### config.mk
export PLATFORM = sky130hd
export DESIGN_NAME = spi_responder_flat
export DESIGN_NICKNAME = d
export VERILOG_FILES = /design/src/rtl/spi_responder_if.sv /design/src/rtl/spi_responder.sv /design/src/flat_wrapper.sv
export SDC_FILE = /design/constraint.sdc
export NUM_CORES = 1
export LEC_CHECK = 0
export ABC_AREA = 0
export BUFFER_PORTS_ARGS = -buffer_cell sky130_fd_sc_hd__buf_4
export CAP_MARGIN = 15
export CORE_MARGIN = 3
export CORE_UTILIZATION = 60
export CTS_BUF_LIST = sky130_fd_sc_hd__clkbuf_2
export CTS_CLUSTER_DIAMETER = 40
export CTS_CLUSTER_SIZE = 10
export DETAILED_ROUTE_END_ITERATION = 8
export GPL_ROUTABILITY_DRIVEN = 0
export GPL_TIMING_DRIVEN = 0
export HOLD_SLACK_MARGIN = 0.02
export PLACE_DENSITY = 0.81
export SLEW_MARGIN = 20
export SYNTH_ARGS = -nofsm -noshare
export SYNTH_HDL_FRONTEND = slang
export SYNTH_SLANG_ARGS = --single-unit
export TNS_END_PERCENT = 100
### constraint.sdc
create_clock -name clk -period 4 [get_ports clk]
set_input_delay 0.4 -clock clk [delete_from_list [all_inputs] [get_ports clk]]
set_output_delay 0.4 -clock clk [all_outputs]
set_load 0.02 [all_outputs]
### src/rtl/spi_responder_if.sv
// spi_responder_if: word-level transmit/receive handshake between host logic and the SPI responder
//   tx_data/tx_valid/tx_ready : host writes the next word to transmit (accepted when valid && ready)
//   rx_data/rx_valid          : last complete received word, rx_valid pulses one cycle on update
interface spi_responder_if #(
    parameter int REG_WIDTH = 32
);
    logic [REG_WIDTH-1:0] tx_data;
    logic                 tx_valid;
    logic                 tx_ready;
    logic [REG_WIDTH-1:0] rx_data;
    logic                 rx_valid;
    modport master(output tx_data, tx_valid, input tx_ready, rx_data, rx_valid);
    modport slave(input tx_data, tx_valid, output tx_ready, rx_data, rx_valid);
endinterface

### src/rtl/spi_responder.sv
// spi_responder: SPI mode 0 responder oversampling SCLK/CS_N/MOSI on the system clock
//   clk, rst_n   : system clock, asynchronous active-low reset
//   i_sclk       : SPI clock from master (idle low)
//   i_cs_n       : chip select from master (active low)
//   i_mosi       : serial data from master
//   i_lsb_first  : bit order, sampled at frame start (1 = LSB first)
//   o_miso       : registered serial data to master
//   o_busy       : frame in progress (synchronized cs_n low)
//   bus          : word handshake (tx holding register in, received word out)
module spi_responder #(
    parameter int REG_WIDTH   = 32,
    parameter int SYNC_STAGES = 2
) (
    input  logic                  clk,
    input  logic                  rst_n,
    input  logic                  i_sclk,
    input  logic                  i_cs_n,
    input  logic                  i_mosi,
    input  logic                  i_lsb_first,
    output logic                  o_miso,
    output logic                  o_busy,
    spi_responder_if.slave        bus
);
    localparam int CW = $clog2(REG_WIDTH + 1);
    typedef enum logic {IDLE, ACTIVE} state_t;

    logic [SYNC_STAGES-1:0] r_sclk_sync, r_cs_sync, r_mosi_sync;
    logic                   r_sclk_d, r_cs_d, r_armed;
    logic                   w_sclk, w_cs, w_mosi, w_rise, w_fall, w_fs, w_fe;

    state_t                 r_state, w_state_nxt;
    logic [CW-1:0]          r_cnt, w_cnt_nxt;
    logic [REG_WIDTH-1:0]   r_rx_sh, w_rx_sh_nxt, r_tx_sh, w_tx_sh_nxt;
    logic [REG_WIDTH-1:0]   r_rx_data, w_rx_data_nxt, r_tx_hold;
    logic                   r_order, w_order_nxt, r_skip, w_skip_nxt;
    logic                   r_rx_valid, w_rx_valid_nxt, r_miso, w_miso_nxt;
    logic                   r_tx_full, w_load;

    // cs_n flops reset low so a cs_n held low across reset never looks like a
    // falling edge; r_armed records that cs_n has truly been seen high.
    always_ff @(posedge clk or negedge rst_n) begin
        if (!rst_n) begin
            r_sclk_sync <= '0;
            r_cs_sync   <= '0;
            r_mosi_sync <= '0;
            r_sclk_d    <= 1'b0;
            r_cs_d      <= 1'b0;
            r_armed     <= 1'b0;
        end else begin
            r_sclk_sync <= {r_sclk_sync[SYNC_STAGES-2:0], i_sclk};
            r_cs_sync   <= {r_cs_sync[SYNC_STAGES-2:0], i_cs_n};
            r_mosi_sync <= {r_mosi_sync[SYNC_STAGES-2:0], i_mosi};
            r_sclk_d    <= w_sclk;
            r_cs_d      <= w_cs;
            r_armed     <= r_armed | r_cs_d;
        end
    end

    assign w_sclk = r_sclk_sync[SYNC_STAGES-1];
    assign w_cs   = r_cs_sync[SYNC_STAGES-1];
    assign w_mosi = r_mosi_sync[SYNC_STAGES-1];
    assign w_rise = w_sclk & ~r_sclk_d;
    assign w_fall = ~w_sclk & r_sclk_d;
    assign w_fs   = r_cs_d & ~w_cs;
    assign w_fe   = ~r_cs_d & w_cs;

    always_comb begin
        w_state_nxt    = r_state;
        w_cnt_nxt      = r_cnt;
        w_rx_sh_nxt    = r_rx_sh;
        w_tx_sh_nxt    = r_tx_sh;
        w_order_nxt    = r_order;
        w_skip_nxt     = r_skip;
        w_rx_data_nxt  = r_rx_data;
        w_rx_valid_nxt = 1'b0;
        w_load         = 1'b0;
        if (w_fe) begin
            w_state_nxt = IDLE;
            w_cnt_nxt   = '0;
            w_skip_nxt  = 1'b0;
        end else if (r_state == IDLE) begin
            w_cnt_nxt = '0;
            if (w_fs) begin
                w_order_nxt = i_lsb_first;
                w_load      = 1'b1;
                w_state_nxt = ACTIVE;
            end
        end else if (w_rise) begin
            w_rx_sh_nxt = r_order ? {w_mosi, r_rx_sh[REG_WIDTH-1:1]} : {r_rx_sh[REG_WIDTH-2:0], w_mosi};
            if (r_cnt == CW'(REG_WIDTH - 1)) begin
                w_rx_data_nxt  = w_rx_sh_nxt;
                w_rx_valid_nxt = 1'b1;
                w_cnt_nxt      = '0;
                w_load         = 1'b1;
                // the reloaded first bit must survive the fall that ends this bit
                w_skip_nxt     = 1'b1;
            end else begin
                w_cnt_nxt = r_cnt + 1'b1;
            end
        end else if (w_fall) begin
            if (r_skip)
                w_skip_nxt = 1'b0;
            else
                w_tx_sh_nxt = r_order ? {1'b0, r_tx_sh[REG_WIDTH-1:1]} : {r_tx_sh[REG_WIDTH-2:0], 1'b0};
        end
        if (w_load)
            w_tx_sh_nxt = r_tx_full ? r_tx_hold : '0;
        w_miso_nxt = (w_state_nxt == ACTIVE) & (w_order_nxt ? w_tx_sh_nxt[0] : w_tx_sh_nxt[REG_WIDTH-1]);
    end

    always_ff @(posedge clk or negedge rst_n) begin
        if (!rst_n) begin
            r_state    <= IDLE;
            r_cnt      <= '0;
            r_rx_sh    <= '0;
            r_tx_sh    <= '0;
            r_order    <= 1'b0;
            r_skip     <= 1'b0;
            r_rx_data  <= '0;
            r_rx_valid <= 1'b0;
            r_miso     <= 1'b0;
        end else begin
            r_state    <= w_state_nxt;
            r_cnt      <= w_cnt_nxt;
            r_rx_sh    <= w_rx_sh_nxt;
            r_tx_sh    <= w_tx_sh_nxt;
            r_order    <= w_order_nxt;
            r_skip     <= w_skip_nxt;
            r_rx_data  <= w_rx_data_nxt;
            r_rx_valid <= w_rx_valid_nxt;
            r_miso     <= w_miso_nxt;
        end
    end

    // a load in the same cycle as a write sees the old (empty) flag, so the
    // written word stays in the holding register for the next load
    always_ff @(posedge clk or negedge rst_n) begin
        if (!rst_n) begin
            r_tx_full <= 1'b0;
            r_tx_hold <= '0;
        end else begin
            if (w_load)
                r_tx_full <= 1'b0;
            if (bus.tx_valid && !r_tx_full) begin
                r_tx_full <= 1'b1;
                r_tx_hold <= bus.tx_data;
            end
        end
    end

    assign bus.tx_ready = ~r_tx_full;
    assign bus.rx_data  = r_rx_data;
    assign bus.rx_valid = r_rx_valid;
    assign o_miso       = r_miso;
    assign o_busy       = r_armed & ~r_cs_d;
endmodule

### src/flat_wrapper.sv
// flat-port wrapper written by rule: the top's interface ports become plain ports
module spi_responder_flat 
#(
    parameter int REG_WIDTH   = 32,
    parameter int SYNC_STAGES = 2
)
  (clk, rst_n, i_sclk, i_cs_n, i_mosi, i_lsb_first, o_miso, o_busy, bus_tx_data, bus_tx_valid, bus_tx_ready, bus_rx_data, bus_rx_valid);
  spi_responder_if #(.REG_WIDTH(REG_WIDTH)) bus_i ();
  input  logic clk;
  input  logic rst_n;
  input  logic i_sclk;
  input  logic i_cs_n;
  input  logic i_mosi;
  input  logic i_lsb_first;
  output logic o_miso;
  output logic o_busy;
  input wire logic [$bits(bus_i.tx_data)-1:0] bus_tx_data;
  input wire logic [$bits(bus_i.tx_valid)-1:0] bus_tx_valid;
  output wire logic [$bits(bus_i.tx_ready)-1:0] bus_tx_ready;
  output wire logic [$bits(bus_i.rx_data)-1:0] bus_rx_data;
  output wire logic [$bits(bus_i.rx_valid)-1:0] bus_rx_valid;
  assign bus_i.tx_data = bus_tx_data;
  assign bus_i.tx_valid = bus_tx_valid;
  assign bus_tx_ready = bus_i.tx_ready;
  assign bus_rx_data = bus_i.rx_data;
  assign bus_rx_valid = bus_i.rx_valid;
  spi_responder #(.REG_WIDTH(REG_WIDTH), .SYNC_STAGES(SYNC_STAGES)) u_core (.clk(clk), .rst_n(rst_n), .i_sclk(i_sclk), .i_cs_n(i_cs_n), .i_mosi(i_mosi), .i_lsb_first(i_lsb_first), .o_miso(o_miso), .o_busy(o_busy), .bus(bus_i));
endmodule
==> results of run 1 <==
[synth_stat cells (3+ instances only)]
library cell  count  area share [%]
mux2_2           33             5.8
dfrtp_1         149              58
inv_1             8            0.47
a21oi_1           4            0.31
nor2_1           34             2.0
buf_2             9            0.70
nand2_1          44             2.6
a31oi_1           3            0.29
mux2i_1          63             9.8
or2_0             3            0.29
or2_2             3            0.29
nor2b_1           5            0.49
nand2b_1          3            0.29
buf_1             5            0.29
clkbuf_1         26             1.5
a211oi_1          4            0.47
o21ai_0         101             7.9
a221o_1          27             4.2
[logic make-up (layout without fill, tap and decap cells)]
kind of cell    count (synthesis)  count (layout)  share of synthesized area (%)
compound gates                154             154                           15.3
flops                         149             149                           58.0
simple gates                  106             106                           7.47
mux                            96              96                           15.6
buf+inv                        50             194                           3.23
xor+xnor                        2               2                          0.272
fa+ha+maj                       1               1                          0.194
[per-stage QoR]
step,area [µm²],cells
6_report,7800,838
5_1_grt,7800,838
4_1_cts,7800,838
3_5_place_dp,7190,769
3_3_place_gp,7160,768
2_1_floorplan,6430,558
[area by class of cell]
| type | instances | area [µm²] | area share (%) |
|---|---|---|---|
| Clock buffer | 18 | 90.1 | 1.16 |
| Clock inverter | 14 | 141 | 1.81 |
| Sequential cell | 149 | 3730 | 47.8 |
| Tap cell | 136 | 170 | 2.18 |
| Timing Repair Buffer | 112 | 961 | 12.3 |
| Inverter | 8 | 30.0 | 0.385 |
| Buffer | 42 | 178 | 2.28 |
| Multi-Input combinational cell | 359 | 2500 | 32.0 |
[power by group]
group	switching [W]	internal [W]
combinational	0.000428	0.000527
sequential	0.000267	0.00186
clock	0.000499	0.000335
total	0.00119	0.00272
[worst max-delay path, stage by stage, from the launching register on]
cell and delay [ps]:
dfrtp_1 430, ha_1 160, clkbuf_1 340, a31oi_4 230, nor3_2 490, buf_2 330, a221o_1 170
[flip-flops by register name, indices dropped and copies added, names as in the netlist, 2 cells and up]
name,count
u_core.r_tx_hold,32
u_core.r_sclk_sync,2
u_core.r_cs_sync,2
u_core.r_tx_sh,32
u_core.bus.rx_data,32
u_core.r_rx_sh,32
u_core.r_cnt,6
u_core.r_mosi_sync,2
[path summary, 6_finish.rpt]
kind | endpoint | startpoint | cells after the start | slack, ps
max reg2reg | u_core.r_tx_sh[16] | u_core.r_cnt[0] | 6 | 1800
min in group clk | u_core.r_cs_sync[0] | i_cs_n | 2 | 380
min reg2reg | u_core.r_cs_sync[1] | u_core.r_cs_sync[0] | 0 | 380
max in group asynchronous | u_core.r_tx_sh[13] | rst_n | 3 | 3040
max | u_core.r_tx_sh[16] | u_core.r_cnt[0] | 6 | 1800
min | u_core.r_skip | rst_n | 2 | 200
[layer usage]
metal | vias up | routed length (µm)
li1 | 2286 | -
met1 | 2348 | 5890
met2 | 121 | 6610
met3 | 21 | 561
met4 | 0 | 243
met5 | - | 0
==> metrics.md, run 1 <==
| Metric | Value |
|---|---|
| Distinct cells, synth | `44` |
| Max Fanout on Critical Path | `10` |
| Synth Cell Area | `6430 µm²` |
| Reg clk slew, reported paths | `200 ps` |
| Worst Setup End Kind | `flip-flop` |
| Layout Utilization | `75.2%` |
| Total global-route track usage | `24.3%` |
| Setup TNS | `0 ps` |
| Crit path time final | `2200 ps` |
| Crit Path Class | `reg2reg` |
| Area growth from synthesis to layout | `21.2%` |
| Final setup vio count | `0` |
| Clk buf depth | `2` |
| Starting Density | `62.0%` |
| Asr flop ratio synth | `100%` |
| Cts repair resizes | `0` |
| First-pass GRT wire length | `22,800 µm` |
| Cts bufs inserted | `17` |
| CTS tree | `built` |
| Vias in the first global route | `4,746` |
| ANT cells | `0` |
| Worst EP required | `4610 ps` |
| GR peak layer | `met2` |
| Port buffer count | `74` |
| Die H | `110 µm` |
| Met3 Usage GRT | `5.64%` |
| Worst EP arrival | `2810 ps` |
| Leak Pwr | `3.56 nW` |
| Initial antenna violation count | `0` |
| Worst Hold Class | `in2async` |
| Peak supply drop | `0.000330 V` |
| Die area | `12,000 µm²` |
| Post-DP HPWL | `9040 µm` |
| DRC Markers | `0` |
| Max cap viols | `0` |
| Hold WS | `205 ps` |
| Met1 global-route usage | `32.1%` |
| Share of cells above drive strength 1 | `21.5%` |
| Vias post-DR | `4,776` |
| CTS hold repair buffers | `37` |
| Fill count | `715` |
| Sequential-to-total area share from yosys stat | `58.0%` |
| Unrepaired setup endpoints after global routing | `no` |
| Slew Limit Headroom | `53.6%` |
| Core area | `10,400 µm²` |
| IO Pins | `75` |
| Fmax | `0.455 GHz` |
| Status | `finished, final reports clean` |
| Mapped Nets | `598` |
| Final Max Slew Viols | `0` |
| Dominant synthesized flop cell | `dfrtp_1` |
| Most common cell after layout, fill and taps aside | `dfrtp_1` |
| Post-CTS setup buffers | `0` |
| Routed Antenna Nets | `0` |
| Die X | `110 µm` |
| Syn_area_per_cell | `11.5 µm²` |
| Largest net degree at the start of global routing | `101` |
| Fin. Hold Viols | `0` |
| Final Worst Setup Slack | `1800 ps` |
| Tcrit/Tclk final | `55.0%` |
| PD cells | `502 nW/µm²` |
| EDFF count, synth | `0` |
| Pre-CTS setup slack | `1850 ps` |
| Tot Pwr | `0.00392 W` |
| YS warnings | `0` |
| Clk_lat worst skew | `670 ps` |
| Number of cell rows | `37` |
| Slew @ Worst Pin | `696 ps` |
| Initial drt markers | `301` |
| Synth Register Bits | `149` |
| Sink Count | `149` |
| Post-layout net count | `729` |
| Final WL | `13,300 µm` |
| Routed len/inst | `15.9 µm` |
| Cell count after synthesis | `558` |
| Most frequent cells in the layout | `dfrtp_1, o21ai_0, buf_4` |
| DRT Pass-1 Iters | `5` |
| Post-DR vias/cell | `5.70` |
| Overflow after GRT | `0` |
| CP Launch Type | `flip-flop` |
| Htree depth | `4` |
| Skew final | `24.6 ps` |
| CTS root buf | `clkbuf_2` |
| M2 GR Usage | `39.8%` |
(Power assumes the default switching activity.)
==> run 2, diff against run 1 <==
ABC_AREA = 1   (was 0)
clock period = 2.05 ns   (was 4 ns; I/O delays follow)
==> run 2 against run 1 <==
Clock skew fell by 2.1 ps; final cell count rose by 30%; utilization is 0.48 points higher; sequential power up 91%; clock power rose by 70%; die area rose by 2.3%; worst hold slack got worse by 83 ps; global-route usage is 1.4 points higher; synthesized area increased by 2.5%; via count grew 20%; critical path depth rose by 5.
==> metrics.md, run 2 <==
| Metric | Value |
|---|---|
| ANT cells | `0 (unchanged)` |
| CTS tree | `built` |
| Comb pwr share | `24.7% (+0.3 points)` |
| Starting Density | `62.7% (+0.69 points)` |
| Post-layout net count | `981 (+35%)` |
| EDFF count, synth | `0 (unchanged)` |
| Mapped Nets | `846 (+41%)` |
| DR WL met3 | `706 µm (+26%)` |
| Final Max Slew Viols | `0 (unchanged)` |
| CP bufs+invs | `3 (+1)` |
| Synth Cell Area | `6590 µm² (+2.5%)` |
| Initial drt markers | `340 (+13%)` |
| Max Fanout on Critical Path | `10 (unchanged)` |
| Crit Path Class | `reg2reg` |
| Setup TNS | `0 ps (unchanged)` |
| Final setup vio count | `0 (unchanged)` |
| Worst EP arrival | `2500 ps (-310 ps)` |
| Htree depth | `4 (unchanged)` |
| Distinct cells, synth | `27 (-39%)` |
| Vias in the first global route | `5,700 (+20%)` |
| Status | `finished, final reports clean` |
| Top Layer Used | `met4` |
| Most frequent cells in the layout | `nand2_1, dfrtp_1, o21ai_0` |
| Asr flop ratio synth | `100% (unchanged)` |
| Skew final | `22.5 ps (-2.13 ps)` |
| Peak supply drop | `0.000704 V (+110%)` |
| Die area | `12,300 µm² (+2.3%)` |
| Share of cells above drive strength 1 | `14.9% (-6.6 points)` |
| Sw Ratio | `35.4% (+4.9 points)` |
| DRT Pass-1 Iters | `5 (unchanged)` |
| WL met1 | `6420 µm (+9.0%)` |
| Dominant synthesized flop cell | `dfrtp_1` |
| CP top delay family | `simple AND/OR/NAND/NOR gates` |
| Fmax | `0.529 GHz (+16%)` |
| Most common cell after layout, fill and taps aside | `nand2_1` |
| Unrepaired setup endpoints after global routing | `no` |
| Post-DR vias/cell | `5.24 (-8.0%)` |
| Routed Antenna Nets | `0 (unchanged)` |
| Clk_lat worst skew | `730 ps (+60 ps)` |
| Vias post-DR | `5,713 (+20%)` |
| Sequential-to-total area share from yosys stat | `56.6% (-1.4 points)` |
| Largest net degree at the start of global routing | `85 (-16%)` |
| Fill count | `725 (+1.4%)` |
| Cts bufs inserted | `17 (unchanged)` |
| Worst Hold Class | `in2reg` |
| Cell count after synthesis | `806 (+44%)` |
| Slew Limit Headroom | `66.3% (+13 points)` |
| Post-DP HPWL | `10,200 µm (+12%)` |
| Reg power frac | `55.8% (+1.5 points)` |
| Fin. Hold Viols | `0 (unchanged)` |
| Post-CTS setup buffers | `0 (unchanged)` |
| Worst EP required | `2660 ps (-1950 ps)` |
| Tot Pwr | `0.00727 W (+86%)` |
| Die H | `111 µm (+1.2%)` |
| Slowest CP cell | `dfrtp_1` |
| YS warnings | `0 (unchanged)` |
| Routed len/inst | `14.0 µm (-12%)` |
| First-pass GRT wire length | `25,900 µm (+13%)` |
| Area growth from synthesis to layout | `20.6%` |
| Critical-path cell list | `ha_1, inv_1, nor2_1, nand3_2, nand2_2, nand2_4, nand2_4, inv_4, buf_6, nand2_2, o211ai_1` |
| Sink Count | `149 (unchanged)` |
| Leak Pwr | `4.04 nW (+13%)` |
| Number of cell rows | `37 (unchanged)` |
| Initial antenna violation count | `0 (unchanged)` |
| Pint | `0.00470 W (+73%)` |
| Clk buf depth | `2 (unchanged)` |
| DRC Markers | `0 (unchanged)` |
| Core area | `10,500 µm² (+1.3%)` |
| IO Pins | `75 (unchanged)` |
| Synth top cells by count | `nand2_1, dfrtp_1, o21ai_0, inv_1, nor2_1` |
| Post-synth top area share | `56.6% (-1.4 points)` |
| Total global-route track usage | `25.7% (+1.4 points)` |
| Ranking of synthesized cells by area | `dfrtp_1, nand2_1, o21ai_0` |
| Die X | `111 µm (+1.2%)` |
| Worst Setup End Kind | `flip-flop` |
| PD cells | `915 nW/µm² (+82%)` |
| Net Switching | `0.00258 W (+120%)` |
| Critical Path Max Stage Delay | `430 ps (-60 ps)` |
| Synth Register Bits | `149 (unchanged)` |
| Slew @ Worst Pin | `506 ps (-190 ps)` |
| CTS root buf | `clkbuf_2` |
| Overflow after GRT | `0 (unchanged)` |
| Port buffer count | `74 (unchanged)` |
| CP Launch Type | `flip-flop` |
| Crit path time final | `1890 ps (-308 ps)` |
| Syn_area_per_cell | `8.18 µm² (-29%)` |
| Max cap viols | `0 (unchanged)` |
| Clk pwr share | `19.5% (-1.8 points)` |
| Met2 wire length | `7740 µm (+17%)` |
| Area leader, netlist | `dfrtp_1` |
| Most common cell in the synthesized netlist | `nand2_1` |
| Tcrit/Tclk final | `92.2% (+37 points)` |
| Final WL | `15,200 µm (+14%)` |
| Reg clk slew, reported paths | `180 ps (-20 ps)` |
==> run 2: changes by cell type in the layout (fill, tap and decap cells not counted), moves of 17 or more <==
cell / before / now
a221o_1: 27 / 0
inv_1: 8 / 54
mux2_2: 33 / 0
mux2i_1: 63 / 0
nand2_1: 44 / 371
nand3_1: 2 / 19
o211ai_1: 1 / 21
==> run 2: through the flow <==
stage                     util (%)  instances  setup WS [ps]  instance area [µm²]  hold slack [ps]
final                         75.7       1090            160                 7950              121
after global routing          75.7       1090          0.886                 7950             54.3
after global placement        69.6       1016            134                 7320              315
after detailed placement      70.0       1017            158                 7350              186
after CTS                     75.6       1090            140                 7950             66.8
after floorplan                  -        806            455                 6590            -90.6
==> run 2: what timing repair did <==
action	CTS	global route
resized for setup	0	1
endpoints found under the hold margin	187	0
setup endpoints to repair	0	3
hold buffers	41	0
==> run 2: path summary, 6_finish.rpt <==
kind / cells after the start / slack, ps / startpoint / to
max in group asynchronous: 4 / 780 / rst_n / u_core.r_tx_sh[13]
min in group asynchronous: 3 / 530 / rst_n / u_core.r_tx_sh[1]
max: 11 / 160 / u_core.r_cnt[0] / u_core.r_tx_sh[29]
min: 2 / 120 / i_sclk / u_core.r_sclk_sync[0]
max reg2reg: 11 / 160 / u_core.r_cnt[0] / u_core.r_tx_sh[29]
min reg2reg: 0 / 380 / u_core.r_sclk_sync[0] / u_core.r_sclk_sync[1]
==> run 2: area by class of cell <==
type	instances	area (µm²)	area share [%]
Sequential cell	149	3730	46.9
Buffer	39	200	2.52
Inverter	58	223	2.80
Tap cell	136	170	2.14
Clock buffer	18	90.1	1.13
Timing Repair Buffer	116	1000	12.6
Clock inverter	14	92.6	1.16
Multi-Input combinational cell	560	2450	30.8
==> run 2: logic make-up (layout without fill, tap and decap cells) <==
kind of cell	Yosys count	after routing	synth area share, %
AND/OR/NAND/NOR	437	437	26.5
flip-flops	149	149	56.6
AO/OA/AOI/OAI	122	122	10.3
buffers and inverters	97	245	6.41
adder cells (fa/ha/maj)	1	1	0.190
==> run 2: per-layer routing <==
| layer | GRT usage [%] | up-vias |
|---|---|---|
| met5 | 0 | - |
| met2 | 44.2 | 171 |
| met1 | 31.8 | 2719 |
| met3 | 4.97 | 33 |
| met4 | 10.6 | 0 |
| li1 | - | 2790 |
==> run 2: power by group through the flow <==
stage | Clock [W] | Sequential [W] | Combinational (W)
2_1_floorplan | 0 | 0.00397 | 0.00121
4_1_cts | 0.00145 | 0.00403 | 0.00177
5_1_grt | 0.00159 | 0.00411 | 0.00205
6_report | 0.00142 | 0.00406 | 0.00180
3_5_place_dp | 0 | 0.00409 | 0.00167
3_3_place_gp | 0 | 0.00406 | 0.00159
